File: src/rtl/cnn_pkg.sv
// Shared constants and types for the fully connected layer datapath.
package cnn_pkg;

  localparam int DATA_WIDTH     = 16;
  localparam int OUTPUT_NEURONS = 32;
  localparam int CNT_W          = $clog2(OUTPUT_NEURONS);

  typedef enum logic {
    FILL = 1'b0,
    HOLD = 1'b1
  } fill_state_e;

endpackage

File: src/rtl/fc_vector_packer.sv
// Packs the serial one-neuron-per-cycle MAC output into the wide input_fc vector
// for the activation stage, double-buffered behind a valid/ready output register.
module fc_vector_packer #(
  parameter int DATA_WIDTH     = cnn_pkg::DATA_WIDTH,
  parameter int OUTPUT_NEURONS = cnn_pkg::OUTPUT_NEURONS
) (
  input  logic                                 clk,
  input  logic                                 reset,
  input  logic                                 in_valid,
  output logic                                 in_ready,
  input  logic [DATA_WIDTH-1:0]                in_data,
  input  logic                                 in_last,
  output logic                                 out_valid,
  input  logic                                 out_ready,
  output logic [DATA_WIDTH*OUTPUT_NEURONS-1:0] output_fc,
  output logic                                 len_err
);
  import cnn_pkg::*;

  localparam int VEC_W = DATA_WIDTH * OUTPUT_NEURONS;
  localparam int IDX_W = (OUTPUT_NEURONS > 1) ? $clog2(OUTPUT_NEURONS) : 1;
  localparam logic [IDX_W-1:0] LAST_IDX = IDX_W'(OUTPUT_NEURONS - 1);

  fill_state_e               r_state;
  logic [IDX_W-1:0]          r_cnt;
  logic [VEC_W-1:0]          r_fill;
  logic [VEC_W-1:0]          r_out;
  logic                      r_in_ready;
  logic                      r_out_valid;
  logic                      r_len_err;

  logic                      w_accept;
  logic                      w_at_last;
  logic                      w_slot_free;
  logic                      w_complete;
  logic                      w_transfer;
  logic [OUTPUT_NEURONS-1:0] w_lane_we;
  logic [VEC_W-1:0]          w_fill_next;

  assign w_accept    = in_valid && r_in_ready;
  assign w_at_last   = (r_cnt == LAST_IDX);
  assign w_slot_free = !r_out_valid || out_ready;
  // A complete vector is either finishing on this edge or already parked in HOLD.
  assign w_complete  = (w_accept && w_at_last) || (r_state == HOLD);
  assign w_transfer  = w_complete && w_slot_free;

  // The fill view including this edge's element lets the final lane bypass
  // straight into the output register without an extra cycle.
  generate
    for (genvar gi = 0; gi < OUTPUT_NEURONS; gi++) begin : g_lane
      assign w_lane_we[gi] = w_accept && (r_cnt == IDX_W'(gi));
      assign w_fill_next[gi*DATA_WIDTH +: DATA_WIDTH] =
        w_lane_we[gi] ? in_data : r_fill[gi*DATA_WIDTH +: DATA_WIDTH];
    end
  endgenerate

  always_ff @(posedge clk or negedge reset) begin
    if (!reset) begin
      r_state     <= FILL;
      r_cnt       <= '0;
      r_fill      <= '0;
      r_out       <= '0;
      r_in_ready  <= 1'b0;
      r_out_valid <= 1'b0;
      r_len_err   <= 1'b0;
    end else begin
      r_fill    <= w_fill_next;
      r_len_err <= w_accept && (in_last != w_at_last);
      if (w_transfer) begin
        r_out       <= w_fill_next;
        r_out_valid <= 1'b1;
        r_cnt       <= '0;
        r_state     <= FILL;
        r_in_ready  <= 1'b1;
      end else begin
        if (r_out_valid && out_ready) begin
          r_out_valid <= 1'b0;
        end
        if (w_complete) begin
          r_state    <= HOLD;
          r_in_ready <= 1'b0;
        end else begin
          r_state    <= FILL;
          r_in_ready <= 1'b1;
          if (w_accept) begin
            r_cnt <= r_cnt + IDX_W'(1);
          end
        end
      end
    end
  end

  assign in_ready  = r_in_ready;
  assign out_valid = r_out_valid;
  assign output_fc = r_out;
  assign len_err   = r_len_err;

endmodule
File: config.mk
export PLATFORM = sky130hd
export DESIGN_NAME = fc_vector_packer
export DESIGN_NICKNAME = d
export VERILOG_FILES = /design/src/rtl/cnn_pkg.sv /design/src/rtl/fc_vector_packer.sv
export SDC_FILE = /design/constraint.sdc
export NUM_CORES = 1
export LEC_CHECK = 0
export CAP_MARGIN = 5
export CORE_MARGIN = 5
export CORE_UTILIZATION = 30
export DETAILED_ROUTE_END_ITERATION = 16
export GPL_TIMING_DRIVEN = 0
export MAX_ROUTING_LAYER = met4
export PLACE_DENSITY = 0.61
export SYNTH_ARGS = -nofsm -noshare
export SYNTH_HDL_FRONTEND = slang
export SYNTH_SLANG_ARGS = --single-unit
File: constraint.sdc
create_clock -name clk -period 4.2 [get_ports clk]
set_input_delay 0.84 -clock clk [delete_from_list [all_inputs] [get_ports clk]]
set_output_delay 0.84 -clock clk [all_outputs]
set_load 0.05 [all_outputs]
==> flow_summary.toml <==
[worst_setup_path]
cpMaxStageDelayCell = "buf_2"
critical_path_arrival_ns = 4.53
cp_common_cell = "buf_2"
path_cells = "buf_2 -> buf_4 -> clkbuf_1 -> and3_1 -> ha_1 -> a31oi_2 -> nor2_4 -> buf_2 -> buf_2 -> a31oi_1"
crit_path_max_fanout = 10
r2r_end = "output_fc[303]"
cp-end-kind = "flip-flop"
start_kind = "flip-flop"
path_class = "flip-flop to flip-flop"
critPathLaunch = "r_cnt[2]"
reg2reg_depth = 10
crit_required_ns = 4.78
reg2reg_from = "r_cnt[2]"
r2r_slack_ns = 0.25
cpPeakStageDelay_ns = 0.51

[floorplanning]
start_util = 0.3012
num_io_pins = 536
die_x_um = 381.1
die_h_um = 381.1
fp-row-count = 136
design.core.area_um2 = 137200
fp.dieArea_um2 = 145200

[placement]
pre_cts_slack_ns = -0.3613
place_congestion = 0.8892
dp_cells = 6409
io_buffers = 535
dpl-instance-area_um2 = 49180
dp_hpwl_mm = 133.9

[routing]
dr.pass1.iters = 6
routed_wl_mm = 185.8
drc = 0
vias_per_cell = 5.592
post_drt_wl_per_cell_um = 28.10
drt_iter0_markers = 4187
vias = 36985
drtAntennaViolNets = 0

[pwr]
switching_share = 0.4382
powerDensity_nw_per_um2 = 830.5
power_switching_w = 0.01930
power_frac_comb = 0.410
intPower_w = 0.02475
vdd_drop_max_uv = 452.8
p_leak_nw = 24.88
pwr-share-clk = 0.235
pwr-share-seq = 0.355

[flow_run]
drv_cap = 0

[yosys]
yosys_warnings = 0
synth_cell_types = 41
synth-seq-area-share = 0.6257
syn_nets = 4096
syn_inst = 4069
synth_ff_type = "dfrtp_1"
syn-cell-area_um2 = 41310
synth_seq_cells = 1033
synth_edf_count = 0
async_reset_ff_frac = 1.000
synth_area_per_cell_um2 = 10.15

[cts]
h-tree-depth = 3
cts_tree = "done"
clk_latency_ns = 0.77
path_clk_slew_ns = 0.06
cts-root-buf = "clkbuf_16"
numCtsBuffers = 111
cts_sinks = 1033
clockBufferDepth = 3

[worst_hold_path]
hp-class = "flip-flop to flip-flop"
hold_depth = 2
hold_start = "r_fill[301]"
min_to = "r_fill[301]"

[finish]
final_nets = 4756
mostFrequentLayoutCell = "dfrtp_1"
area_growth_pct = 28.42
layout-drive-gt1-share = 0.07667
fillerInstances = 13555
final_area_um2 = 53050
finalNonFillerCells = 6614
final_cell_mix = "dfrtp_1 (1033), nand2_1 (738), clkdlybuf4s50_1 (534), a21oi_1 (482), a31oi_1 (480)"

[sta]
tns_ns = 0
timing.hold.ws_ns = 0.4824
max_clock_freq_mhz = 252.9
drv_slew = 0
timing.final.ws_setup_ns = 0.2453
period_needed_ns = 3.955
post-route-period-util = 0.9416
finalHoldViolations = 0
maxSlewHeadroom = 0.04611
rsz0062_at_grt = "false"
worst_pin_slew_ns = 1.431
clock_skew_ns = 0.05714
setup_viol_count_final = 0

[global_routing]
grt_use_total = 0.2540
grt_antenna_before_repair = 11
grt_max_degree = 170
grt_pass1_wl_mm = 262.3
grt_pass1_vias = 35972
grt-ovfl-total = 0

[status]
status = "finished, final reports clean"
[sequential cells by signal (all words and copies together), names as in the netlist]
signal     flops
output_fc    512
r_state        1
in_ready       1
r_cnt          5
len_err        1
r_fill       512
out_valid      1
[stage by stage]
stage,total power (W),utilization
3_3_place_gp,0.03366,0.3566
2_1_floorplan,0.02596,-
5_1_grt,0.04585,0.3868
3_5_place_dp,0.03367,0.3586
6_report,0.04406,0.3868
4_1_cts,0.04407,0.3866
[cell type report]
class | instances | area, um^2 | share of cell area
antenna | 7 | 17.52 | 0.0003302
buffer | 407 | 1723 | 0.03248
clock buffer | 161 | 3237 | 0.06102
clock inverter | 36 | 599.3 | 0.01130
inverter | 6 | 22.52 | 0.0004245
multi-input combinational | 2623 | 13730 | 0.2588
sequential | 1033 | 25850 | 0.4873
tap | 1794 | 2245 | 0.04231
timing repair buffer | 547 | 5628 | 0.1061
[critical path: cells and delay by family, from the launching register on]
kind,cells,cell delay (ns)
AOI/OAI and AO/OA,2,0.35
buffers and inverters,5,1.91
and+or+nand+nor,2,0.70
adders and majority gates,1,0.37
DFF,1,0.47
[worst max path at each step]
stage                endpoint  slack (ns)
3_5_place_dp    output_fc[91]       -0.36
5_1_grt        output_fc[300]        0.16
3_3_place_gp   output_fc[219]      -45.09
4_1_cts        output_fc[300]        0.03
2_1_floorplan  output_fc[243]        1.71
6_report       output_fc[303]        0.25
[power groups by stage]
stage / registers, W / clock network (W) / logic (W)
after floorplan: 0.0209 / 0 / 0.00504
after global placement: 0.0159 / 0 / 0.0177
after detailed placement: 0.0157 / 0 / 0.0180
after CTS: 0.0156 / 0.0105 / 0.0180
after global routing: 0.0159 / 0.0109 / 0.0191
final: 0.0156 / 0.0104 / 0.0181
[repair_timing]
item                       CTS  global route
hold buffers                 1             0
gates resized for setup      0             1
hold endpoints to repair    51             0
buffers inserted             0             0
setup endpoints to repair    0           176
[synthesized netlist by cell type (3+ instances only)]
| cell | instances | area [um^2] |
|---|---|---|
| a21oi_1 | 482 | 2412 |
| a31oi_1 | 480 | 3003 |
| and2_1 | 3 | 18.77 |
| and3_1 | 34 | 212.7 |
| and4_1 | 17 | 148.9 |
| and4b_1 | 33 | 330.3 |
| buf_1 | 24 | 90.09 |
| buf_2 | 117 | 585.6 |
| buf_4 | 7 | 52.55 |
| clkbuf_1 | 257 | 964.7 |
| dfrtp_1 | 1033 | 25850 |
| ha_1 | 6 | 75.07 |
| inv_1 | 6 | 22.52 |
| mux2_1 | 18 | 202.7 |
| mux2_2 | 46 | 518.0 |
| nand2_1 | 738 | 2770 |
| nand2b_1 | 4 | 25.02 |
| nand3_1 | 231 | 1156 |
| nand3b_1 | 3 | 22.52 |
| nor2b_1 | 6 | 37.54 |
| nor4bb_1 | 16 | 160.2 |
| o21ai_0 | 413 | 2067 |
| o21ai_1 | 67 | 335.3 |
| o2bb2ai_1 | 3 | 26.28 |
[cell families (layout without fill, tap and decap cells)]
kind of cell             count (synthesis)  in the layout  share of synthesized area
AO/OA/AOI/OAI                         1451           1451                     0.1911
multiplexers                            65             65                    0.01769
buffers and inverters                  413           1157                    0.04207
other                                    0              7                          0
flip-flops                            1033           1033                     0.6257
XOR/XNOR                                 1              1                  0.0002121
AND/OR/NAND/NOR                       1100           1100                     0.1214
adder cells (fa/ha/maj)                  6              6                   0.001817
[layer usage]
| layer | part of all wire | vias up | track usage | routed length [um] |
|---|---|---|---|---|
| met5 | 0 | - | - | 0 |
| met4 | 0.054 | 0 | 0.1183 | 10000 |
| li1 | - | 15849 | - | - |
| met2 | 0.45 | 1801 | 0.3827 | 84150 |
| met1 | 0.40 | 18940 | 0.3175 | 74010 |
| met3 | 0.095 | 395 | 0.07164 | 17660 |
(Power assumes the default switching activity.)
